<file path="src/rtl/snn_interfaces_pkg.sv">
// Shared types, constants and helpers for the SNN feature-map datapath.
//   fmap_addr_t     : linear address of one feature-map pixel (default geometry)
//   arb_state_t     : ownership FSM states of the feature-map memory arbiter
//   coord_to_addr() : (x, y) -> y*width + x, full 32-bit result; callers truncate
//   DEFAULT_*       : default geometry and word width used across the datapath
package snn_interfaces_pkg;

    localparam int DEFAULT_COORD_BITS = 8;
    localparam int DEFAULT_IMG_WIDTH  = 32;
    localparam int DEFAULT_IMG_HEIGHT = 32;
    localparam int DEFAULT_DATA_BITS  = 64;
    localparam int DEFAULT_ADDR_BITS  = $clog2(DEFAULT_IMG_WIDTH * DEFAULT_IMG_HEIGHT);

    typedef logic [DEFAULT_ADDR_BITS-1:0] fmap_addr_t;

    typedef enum logic [1:0] {
        IDLE  = 2'd0,
        OWN0  = 2'd1,
        OWN1  = 2'd2,
        DRAIN = 2'd3
    } arb_state_t;

    function automatic logic [31:0] coord_to_addr(input logic [31:0] x,
                                                  input logic [31:0] y,
                                                  input logic [31:0] img_width);
        return (y * img_width) + x;
    endfunction

endpackage

</file>
<file path="src/rtl/fmap_addr_calc.sv">
// Coordinate-to-address translation for one memory port (purely combinational).
//   x, y     : pixel coordinate from the currently selected client
//   addr     : y*IMG_WIDTH + x truncated to ADDR_BITS
//   in_range : x < IMG_WIDTH and y < IMG_HEIGHT
module fmap_addr_calc
    import snn_interfaces_pkg::*;
#(
    parameter int COORD_BITS = DEFAULT_COORD_BITS,
    parameter int IMG_WIDTH  = DEFAULT_IMG_WIDTH,
    parameter int IMG_HEIGHT = DEFAULT_IMG_HEIGHT,
    parameter int ADDR_BITS  = $clog2(IMG_WIDTH * IMG_HEIGHT)
) (
    input  logic [COORD_BITS-1:0] x,
    input  logic [COORD_BITS-1:0] y,
    output logic [ADDR_BITS-1:0]  addr,
    output logic                  in_range
);

    assign addr     = ADDR_BITS'(coord_to_addr(32'(x), 32'(y), 32'(IMG_WIDTH)));
    assign in_range = (32'(x) < 32'(IMG_WIDTH)) && (32'(y) < 32'(IMG_HEIGHT));

endmodule

</file>
<file path="src/rtl/fmap_mem_arbiter.sv">
// Session-based arbiter sharing one simple-dual-port feature-map BRAM between
// the convolution update path (client 0) and the leak/fire sweep (client 1).
// Ports:
//   clk, rst_n                 : clock, asynchronous active-low reset
//   cN_own_req / cN_own_gnt    : session request (held for the session) / grant
//   cN_rd_req, cN_rd_x/y       : read request and coordinate
//   cN_rd_data, cN_rd_valid    : read return, one cycle after an accepted read
//   cN_wr_req, cN_wr_x/y/data  : write request, coordinate and data
//   bram_rd_*, bram_wr_*       : BRAM ports (read: 1-cycle latency, read-first)
//   coord_err                  : sticky out-of-range coordinate flag
//   state_dbg                  : current arbiter state (arb_state_t encoding)
// Handshake: a request is accepted in the cycle it is presented, provided the
// client owns the memory (gnt high) and still holds own_req; there is no
// backpressure. Accepted reads always return exactly one cycle later.
module fmap_mem_arbiter
    import snn_interfaces_pkg::*;
#(
    parameter int COORD_BITS = DEFAULT_COORD_BITS,
    parameter int IMG_WIDTH  = DEFAULT_IMG_WIDTH,
    parameter int IMG_HEIGHT = DEFAULT_IMG_HEIGHT,
    parameter int DATA_BITS  = DEFAULT_DATA_BITS,
    parameter int ADDR_BITS  = $clog2(IMG_WIDTH * IMG_HEIGHT)
) (
    input  logic                  clk,
    input  logic                  rst_n,

    input  logic                  c0_own_req,
    output logic                  c0_own_gnt,
    input  logic                  c0_rd_req,
    input  logic [COORD_BITS-1:0] c0_rd_x,
    input  logic [COORD_BITS-1:0] c0_rd_y,
    output logic [DATA_BITS-1:0]  c0_rd_data,
    output logic                  c0_rd_valid,
    input  logic                  c0_wr_req,
    input  logic [COORD_BITS-1:0] c0_wr_x,
    input  logic [COORD_BITS-1:0] c0_wr_y,
    input  logic [DATA_BITS-1:0]  c0_wr_data,

    input  logic                  c1_own_req,
    output logic                  c1_own_gnt,
    input  logic                  c1_rd_req,
    input  logic [COORD_BITS-1:0] c1_rd_x,
    input  logic [COORD_BITS-1:0] c1_rd_y,
    output logic [DATA_BITS-1:0]  c1_rd_data,
    output logic                  c1_rd_valid,
    input  logic                  c1_wr_req,
    input  logic [COORD_BITS-1:0] c1_wr_x,
    input  logic [COORD_BITS-1:0] c1_wr_y,
    input  logic [DATA_BITS-1:0]  c1_wr_data,

    output logic                  bram_rd_en,
    output logic [ADDR_BITS-1:0]  bram_rd_addr,
    input  logic [DATA_BITS-1:0]  bram_rd_data,
    output logic                  bram_wr_en,
    output logic [ADDR_BITS-1:0]  bram_wr_addr,
    output logic [DATA_BITS-1:0]  bram_wr_data,

    output logic                  coord_err,
    output logic [1:0]            state_dbg
);

    // ------------------------------------------------------------------
    // Ownership FSM
    // ------------------------------------------------------------------
    arb_state_t state_q, state_d;
    logic       rr_ptr_q, rr_ptr_d;   // 0: c0 wins a tie in IDLE, 1: c1 wins
    logic       owner_q, owner_d;     // current / most recent owner

    always_ff @(posedge clk or negedge rst_n) begin
        if (!rst_n) begin
            state_q  <= IDLE;
            rr_ptr_q <= 1'b0;
            owner_q  <= 1'b0;
        end else begin
            state_q  <= state_d;
            rr_ptr_q <= rr_ptr_d;
            owner_q  <= owner_d;
        end
    end

    always_comb begin
        state_d  = state_q;
        rr_ptr_d = rr_ptr_q;
        owner_d  = owner_q;
        case (state_q)
            IDLE: begin
                if (c0_own_req && (!c1_own_req || !rr_ptr_q)) begin
                    state_d = OWN0;
                    owner_d = 1'b0;
                end else if (c1_own_req) begin
                    state_d = OWN1;
                    owner_d = 1'b1;
                end
            end
            OWN0: if (!c0_own_req) state_d = DRAIN;
            OWN1: if (!c1_own_req) state_d = DRAIN;
            DRAIN: begin
                // Priority moves to the client that did not just own the memory,
                // and that client is handed the memory directly if it is waiting.
                rr_ptr_d = ~owner_q;
                if (owner_q ? c0_own_req : c1_own_req) begin
                    state_d = owner_q ? OWN0 : OWN1;
                    owner_d = ~owner_q;
                end else begin
                    state_d = IDLE;
                end
            end
            default: state_d = IDLE;
        endcase
    end

    assign c0_own_gnt = (state_q == OWN0);
    assign c1_own_gnt = (state_q == OWN1);
    assign state_dbg  = state_q;

    // ------------------------------------------------------------------
    // Client mux and address translation
    // ------------------------------------------------------------------
    logic                  sel_c1;
    logic                  owner_active;
    logic                  rd_fwd, wr_fwd;
    logic [COORD_BITS-1:0] rd_x_m, rd_y_m, wr_x_m, wr_y_m;
    logic [DATA_BITS-1:0]  wr_data_m;
    logic [ADDR_BITS-1:0]  rd_addr, wr_addr;
    logic                  rd_in_range, wr_in_range;

    assign sel_c1       = (state_q == OWN1);
    // A client that drops own_req loses forwarding at once, even though its
    // registered grant is still high for that cycle.
    assign owner_active = ((state_q == OWN0) && c0_own_req) ||
                          ((state_q == OWN1) && c1_own_req);

    assign rd_fwd    = owner_active && (sel_c1 ? c1_rd_req : c0_rd_req);
    assign wr_fwd    = owner_active && (sel_c1 ? c1_wr_req : c0_wr_req);
    assign rd_x_m    = sel_c1 ? c1_rd_x : c0_rd_x;
    assign rd_y_m    = sel_c1 ? c1_rd_y : c0_rd_y;
    assign wr_x_m    = sel_c1 ? c1_wr_x : c0_wr_x;
    assign wr_y_m    = sel_c1 ? c1_wr_y : c0_wr_y;
    assign wr_data_m = sel_c1 ? c1_wr_data : c0_wr_data;

    fmap_addr_calc #(
        .COORD_BITS (COORD_BITS),
        .IMG_WIDTH  (IMG_WIDTH),
        .IMG_HEIGHT (IMG_HEIGHT),
        .ADDR_BITS  (ADDR_BITS)
    ) u_rd_addr (
        .x        (rd_x_m),
        .y        (rd_y_m),
        .addr     (rd_addr),
        .in_range (rd_in_range)
    );

    fmap_addr_calc #(
        .COORD_BITS (COORD_BITS),
        .IMG_WIDTH  (IMG_WIDTH),
        .IMG_HEIGHT (IMG_HEIGHT),
        .ADDR_BITS  (ADDR_BITS)
    ) u_wr_addr (
        .x        (wr_x_m),
        .y        (wr_y_m),
        .addr     (wr_addr),
        .in_range (wr_in_range)
    );

    // Address/data buses are held at zero whenever the port is not enabled.
    assign bram_rd_en   = rd_fwd && rd_in_range;
    assign bram_rd_addr = bram_rd_en ? rd_addr : '0;
    assign bram_wr_en   = wr_fwd && wr_in_range;
    assign bram_wr_addr = bram_wr_en ? wr_addr : '0;
    assign bram_wr_data = bram_wr_en ? wr_data_m : '0;

    // ------------------------------------------------------------------
    // Read return pipeline, same-address bypass and error flag
    // ------------------------------------------------------------------
    logic                 rd_pend_q, rd_pend_d;
    logic                 rd_client_q, rd_client_d;
    logic                 rd_zero_q, rd_zero_d;
    logic                 byp_hit_q, byp_hit_d;
    logic [DATA_BITS-1:0] byp_data_q, byp_data_d;
    logic                 coord_err_q, coord_err_d;
    logic [DATA_BITS-1:0] ret_data;

    always_comb begin
        rd_pend_d   = rd_fwd;
        rd_client_d = sel_c1;
        rd_zero_d   = !rd_in_range;
        // The BRAM is read-first, so a same-cycle write to the read address
        // would otherwise return the stale word.
        byp_hit_d   = bram_rd_en && bram_wr_en && (rd_addr == wr_addr);
        byp_data_d  = byp_hit_d ? wr_data_m : byp_data_q;
        coord_err_d = coord_err_q ||
                      (rd_fwd && !rd_in_range) ||
                      (wr_fwd && !wr_in_range);
    end

    always_ff @(posedge clk or negedge rst_n) begin
        if (!rst_n) begin
            rd_pend_q   <= 1'b0;
            rd_client_q <= 1'b0;
            rd_zero_q   <= 1'b0;
            byp_hit_q   <= 1'b0;
            byp_data_q  <= '0;
            coord_err_q <= 1'b0;
        end else begin
            rd_pend_q   <= rd_pend_d;
            rd_client_q <= rd_client_d;
            rd_zero_q   <= rd_zero_d;
            byp_hit_q   <= byp_hit_d;
            byp_data_q  <= byp_data_d;
            coord_err_q <= coord_err_d;
        end
    end

    always_comb begin
        ret_data = '0;
        if (rd_pend_q && !rd_zero_q) begin
            ret_data = byp_hit_q ? byp_data_q : bram_rd_data;
        end
    end

    assign c0_rd_valid = rd_pend_q && !rd_client_q;
    assign c1_rd_valid = rd_pend_q &&  rd_client_q;
    assign c0_rd_data  = c0_rd_valid ? ret_data : '0;
    assign c1_rd_data  = c1_rd_valid ? ret_data : '0;
    assign coord_err   = coord_err_q;

endmodule

</file>
<file path="config.mk">
export PLATFORM = sky130hd
export DESIGN_NAME = fmap_mem_arbiter
export DESIGN_NICKNAME = d
export VERILOG_FILES = /design/src/rtl/snn_interfaces_pkg.sv /design/src/rtl/fmap_addr_calc.sv /design/src/rtl/fmap_mem_arbiter.sv
export SDC_FILE = /design/constraint.sdc
export NUM_CORES = 1
export LEC_CHECK = 0
export CAP_MARGIN = 20
export CORE_AREA = 3 3 190 192
export DETAILED_ROUTE_END_ITERATION = 10
export DIE_AREA = 0 0 193 195
export PLACE_DENSITY = 0.57
export SLEW_MARGIN = 20
export SYNTH_ARGS = -nofsm -noshare
export SYNTH_HDL_FRONTEND = slang
export SYNTH_SLANG_ARGS = --single-unit
export TNS_END_PERCENT = 50
</file>
<file path="constraint.sdc">
create_clock -name clk -period 10.45 [get_ports clk]
set_input_delay 2.09 -clock clk [delete_from_list [all_inputs] [get_ports clk]]
set_output_delay 2.09 -clock clk [all_outputs]
set_load 0.03 [all_outputs]
</file>
Yosys cells after proc, flatten, opt, wreduce, memory -nomap -nowiden
Index checks and enable logic that the tools add are counted.
{"block": "totals", "output_inout_bits": 221, "inputBits": 264, "word_cells": 80, "register_bits": 73}
{"block": "op_classes", "reduce_logical": 30, "bitwise_logic": 1, "mux": 26, "n_lt_le_gt_ge": 4, "n_addsub": 2, "n_eq_ne": 8}
{"op": "two-way mux 64 bit", "count": 6}
{"op": "less-than comparator 8 x 6 -> 1 bit (second input constant)", "count": 4}
{"op": "two-way mux 8 bit", "count": 4}
{"op": "adder 10 x 8 -> 10 bit", "count": 2}
{"op": "two-way mux 10 bit", "count": 2}
{"op": "logical AND 1 bit", "count": 16}
{"op": "two-way mux 2 bit", "count": 6}
{"op": "== test 10 bit", "count": 1}
{"op": "one-hot mux 2 bit (4 select lines)", "count": 1}
{"op": "zero test 1 bit", "count": 6}
{"op": "two-way mux 1 bit", "count": 6}
{"op": "inequality test 2 bit (second input constant)", "count": 3}
{"op": "AND reduction 3 bit", "count": 2}
{"op": "== test 2 bit (second input constant)", "count": 2}
{"op": "logical OR 1 bit", "count": 4}
{"op": "inequality test 3 bit (second input constant)", "count": 1}
{"op": "== test 2 x 1 -> 1 bit (second input constant)", "count": 1}
{"op": "zero test 2 bit", "count": 1}
{"op": "one-hot mux 1 bit (2 select lines)", "count": 1}
{"op": "nonzero test 2 bit", "count": 1}
{"op": "inverter 1 bit", "count": 1}

Depth between registers and ports, before layout
{"block": "logic_depth", "ltp_word": 8, "mapped_depth": 18, "depth_no_buf": 12}

Cells and area by module
From an unflattened synthesis, not the netlist that was laid out.
{"block": "unflattened", "cells_unflattened": 751, "area_unflattened_um2": 6522.5}
{"mod": "fmap_mem_arbiter", "area_per_inst_um2": 6159.7, "instances": 1, "cells_per_inst": 707}
{"mod": "fmap_addr_calc", "area_per_inst_um2": 181.4, "instances": 2, "cells_per_inst": 22}

Least setup slack after synthesis
Ideal clock, no wire load.
{"block": "synth_path", "path_type": "reg-to-output", "start": "reg state_q[0] (netlist: state_dbg[0])", "end": "out bram_wr_addr[9]", "t_arrival_ns": 3.974, "stages_incl_launch_ff": 13, "slack_ns": 4.386, "cell_sequence": "dfrtp_1 inv_1 ha_1 buf_4 buf_2 buf_2 clkbuf_1 mux2_2 ha_1 fa_1 nor4b_1 a311o_1 nor2_1"}
{"block": "synth_via", "elab_chain_len": 6, "elab_cells_between_ends": 15, "cone_classes": "add/sub (1); order compare (2); eq/ne (2); mux (4); reduce/logical (6)"}
{"item": "from (decl)", "line": "fmap_mem_arbiter.sv:65", "text": "arb_state_t state_q, state_d;"}
{"item": "from (signal assigned)", "line": "fmap_mem_arbiter.sv:75", "text": "state_q <= state_d;"}
{"item": "== test 2 bit (*)"}
{"item": "named net c1_own_gnt", "line": "fmap_mem_arbiter.sv:40", "text": "output logic c1_own_gnt,"}
{"item": "two-way mux 8 bit (tied with other cells)", "line": "fmap_mem_arbiter.sv:137", "text": "assign wr_x_m = sel_c1 ? c1_wr_x : c0_wr_x;"}
{"item": "less-than comparator 8 x 6 -> 1 bit / logical OR 1 bit (equally long branches)", "line": "fmap_addr_calc.sv:20, fmap_mem_arbiter.sv:130"}
{"item": "logical AND 1 bit, on equally long branches", "line": "fmap_addr_calc.sv:20, fmap_mem_arbiter.sv:134"}
{"item": "logical AND 1 bit", "line": "fmap_mem_arbiter.sv:168", "text": "assign bram_wr_en = wr_fwd && wr_in_range;"}
{"item": "two-way mux 10 bit (*)", "line": "fmap_mem_arbiter.sv:169", "text": "assign bram_wr_addr = bram_wr_en ? wr_addr : '0;"}
{"item": "to (decl)", "line": "fmap_mem_arbiter.sv:55", "text": "output logic [ADDR_BITS-1:0] bram_wr_addr,"}
The timed path passes the listed nets; every way through them passes the cells marked *.

Worst setup path in the final report
{"block": "layout_path", "start": "in c1_rd_x[5]", "end": "out bram_rd_addr[9]"}
{"block": "layout_via", "elab_chain_len": 5, "elab_cells_between_ends": 6, "cone_classes": "add/sub (1); order compare (1); mux (2); reduce/logical (2)"}
{"item": "from (decl)", "line": "fmap_mem_arbiter.sv:42", "text": "input logic [COORD_BITS-1:0] c1_rd_x,"}
{"item": "two-way mux 8 bit (*)", "line": "fmap_mem_arbiter.sv:135", "text": "assign rd_x_m = sel_c1 ? c1_rd_x : c0_rd_x;"}
{"item": "less-than comparator 8 x 6 -> 1 bit", "line": "fmap_addr_calc.sv:20", "text": "assign in_range = (32'(x) < 32'(IMG_WIDTH)) && (32'(y) < 32'(IMG_HEIGHT));"}
{"item": "logical AND 1 bit", "line": "fmap_addr_calc.sv:20"}
{"item": "logical AND 1 bit", "line": "fmap_mem_arbiter.sv:166", "text": "assign bram_rd_en = rd_fwd && rd_in_range;"}
{"item": "two-way mux 10 bit (*)", "line": "fmap_mem_arbiter.sv:167", "text": "assign bram_rd_addr = bram_rd_en ? rd_addr : '0;"}
{"item": "to (decl)", "line": "fmap_mem_arbiter.sv:52", "text": "output logic [ADDR_BITS-1:0] bram_rd_addr,"}
Every way passes the cells marked *; elsewhere a longest branch is shown, timed or not.

==> impl_results.md <==
* Status: completed
* TritonCTS Sinks at 73
* Area growth, synth to finish at 87.4%
* Multi-input logic area at 0.00388 sq mm
* Post-Syn Instances at 731
* Main synth FF type: dfrtp_1
* Vias at 6810
* Switch share at 0.397
* TNS Setup at 0 ns
* CTS tree: built
* PostCTS Resize Cnt at 0
* Hold path start: coord_err$_DFF_PN0_
* RSZ-0062 raised after global routing: false
* Clock Latency Late Sink at 0.33 ns
* Pins Over Slew Limit at 0
* Leading area contributor after synthesis: mux2i_1
* Reg area at 0.00183 sq mm
* Reg2Reg Setup Slack at 5.16 ns
* Crit path required time at 8.36 ns
* Most frequent cells in the layout: 483 x clkdlybuf4s50_1, 213 x nor2_1, 210 x mux2i_1
* Setup crit end kind: output pin
* Leakage Power at 4.54 nW
* Height of the die at 195 um
* Clock skew at 0.0108 ns
* Hold_buf cts at 0
* Final nets at 1461
* Cell-internal power at 0.000795 W
* DRT Pass-1 Iters at 4
* Max IR drop VDD at 125 uV
* Reg-to-Reg Start: state_dbg[0]$_DFFE_PN0P_
* Fill cells at 3605
* Commonest non-fill, non-tap cell in the layout: clkdlybuf4s50_1
* Routed wire length at 29100 um
* Avg Inst Size Synth at 8.56 sq um
* Critical Setup Path Class: input pin to output pin
* Post-synth cell types at 48
* Most used cell, CP: clkdlybuf4s50_1
* CTS clk-pin slew, worst paths at 0.06 ns
* Pwr dens at 112 mW/mm^2
* Post-detailed-route count of antenna-violating nets at 0
* Tightest Pin Transition at 0.891 ns
* Reg2Reg Depth at 13
* Final Non-Filler Cells at 1644
* Final Cycle Share at 0.673
* Yosys top cell area share at 0.336
* Hold crit path type: flop to flop
* Detailed-route vias per instance at 4.14
* CP cell instances: clkdlybuf4s50_1 > mux2_2 > ha_1 > fa_1 > nor4b_1 > a311o_1 > nor2_1 > clkdlybuf4s50_1
* Post-synth EDFFs at 0
* Hold EP: coord_err$_DFF_PN0_
* Seq cells post-synth at 73
* Min cycle time layout at 7.03 ns
* Initial Util at 0.181
* Core area at 0.0345 sq mm
* Vias in the first global route at 6985
* Worst Path Max Fanout at 3
* Post-synthesis cell area at 0.00626 sq mm
* Global-route wire length before repair at 41600 um
* CP Launch Type: input pin
* Port buffer count at 484
* Max Cap Violations at 0
* Final setup vio count at 0
* Critical path's largest stage delay at 0.72 ns
* Top cells by area, synth: mux2i_1 34%, dfrtp_1 29%, nor2_1 13%, inv_1 4.3%, xor2_1 2.4%
* Row cnt at 68
* CP arrival at 4.94 ns
* CP delay by family, top: buffers and inverters
* Die area at 0.0376 sq mm
* Asr flop ratio synth at 1.00
* Pin count of the biggest net entering global routing at 74
* DR iter-0 viols at 156
* Total gr overflow at 0
* CTS root buf: clkbuf_16
* Slowest cell on crit path: clkdlybuf4s50_1
* Deepest clock path buffer count at 2
* Post-CTS Setup Bufs at 0
* Cell total after placement at 1629
* Total GRT Usage at 0.145
* H-tree Lvls at 3
* Final Hold Vio Count at 0
* Combinational share of power at 0.543
* GPL Wtd Cong at 0.838
* Sequential Power Share at 0.231
* Switching power at 0.000524 W
* DRC viols at 0
* Worst Path Buf+Inv at 2
* Die W at 193 um
* Cts bufs inserted at 9
* Post-DR wirelength/cell at 17.7 um
* Antenna diodes at 0
* Reg-to-reg endpoint: byp_data_q[54]$_DFFE_PN0P_
* Post-Synthesis Net Count at 1007
* Fmax at 0.142 GHz
* Part of the Yosys area used for sequential elements at 0.292
* Share of layout cells above drive strength 1 at 0.0387
* Slew margin rel. at 0.406
* Yosys warnings at 0
* Tot Pwr at 0.00132 W
* Ports at 485
* WHS Path Cells at 1
* Initial antenna violation count at 0
* Clk network pwr share at 0.226
* Final HPWL DP at 23200 um
==> how the worst max path moves through the flow <==
stage                                  start              end  slack (ns)  depth (start not counted)
floorplan           state_dbg[0]$_DFFE_PN0P_  bram_wr_addr[9]        4.39                         12
global placement                  c1_rd_x[5]  bram_rd_addr[9]        3.42                          8
detailed placement                c1_rd_x[5]  bram_rd_addr[9]        3.39                          8
CTS                               c1_rd_x[5]  bram_rd_addr[9]        3.38                          8
global route                      c1_rd_x[5]  bram_rd_addr[9]        3.31                          8
finish                            c1_rd_x[5]  bram_rd_addr[9]        3.42                          8
==> area by class of cell <==
class                   count  share of cell area
clock buffers              10              0.0204
well taps                 455              0.0485
inverters                  72              0.0235
multi-input cells         537               0.331
clock inverters             5             0.00277
repair buffers            492               0.418
flip-flops and latches     73               0.156
==> worst register-to-register path, delay by kind of cell, from the launching register on <==
family / cells / cell delay, ns
compound gates: 1 / 0.38
xor+xnor: 1 / 0.23
fa+ha+maj: 3 / 1.05
buf+inv: 4 / 1.97
flops: 1 / 0.41
mux: 2 / 0.78
simple gates: 2 / 0.38
==> cell families after synthesis <==
kind of cell               after synthesis  share of synthesized area
buffers and inverters                  121                     0.0929
xor gates and xnor gates                23                     0.0322
DFF                                     73                      0.292
adders and majority gates               12                     0.0264
AOI/OAI and AO/OA                       27                     0.0294
and+or+nand+nor                        252                      0.168
muxes                                  223                      0.359
==> through the flow <==
step	hold slack, ns	setup slack [ns]	util	instance area [sq um]
finish	0.496	3.42	0.340	11700
global route	0.536	3.31	0.340	11700
CTS	0.508	3.38	0.340	11700
detailed placement	0.493	3.39	0.332	11500
global placement	0.491	3.42	0.332	11500
floorplan	0.494	4.39	-	6260
==> sequential cells by signal (all words and copies together) (netlist names) <==
name         flops
byp_data_q      64
rd_pend_q        1
rd_client_q      1
coord_err        1
byp_hit_q        1
state_dbg        2
owner_q          1
rr_ptr_q         1
rd_zero_q        1
==> power groups by stage <==
| stage | clock, W | combinational (W) | sequential [W] |
|---|---|---|---|
| 2_1_floorplan | 0 | 0.000453 | 0.000315 |
| 3_3_place_gp | 0 | 0.000720 | 0.000310 |
| 3_5_place_dp | 0 | 0.000722 | 0.000311 |
| 4_1_cts | 0.000321 | 0.000725 | 0.000305 |
| 5_1_grt | 0.000327 | 0.000775 | 0.000307 |
| 6_report | 0.000298 | 0.000717 | 0.000305 |
==> layer usage <==
metal,GRT usage,share of wire,vias to the layer above
met2,0.273,0.51,312
met1,0.155,0.37,3145
met3,0.0399,0.090,29
met4,0.0439,0.024,0
li1,-,-,3324
met5,0,0,-
==> cells in the mapped netlist, types with 2 or more instances <==
library cell,count
a21oi_1,5
a311o_1,3
and2_1,3
and3_1,2
buf_1,17
buf_12,6
buf_2,5
buf_6,2
clkbuf_1,18
dfrtp_1,73
fa_1,2
ha_1,10
inv_1,71
mux2_2,12
mux2i_1,210
nand2_1,9
nand3_1,4
nand3b_1,2
nand4_1,2
nor2_1,213
nor4_1,3
nor4b_1,3
o21ai_0,7
o21ai_1,3
o31ai_1,2
xnor2_1,6
xor2_1,17
No activity file was read; power rests on OpenSTA's default activity.
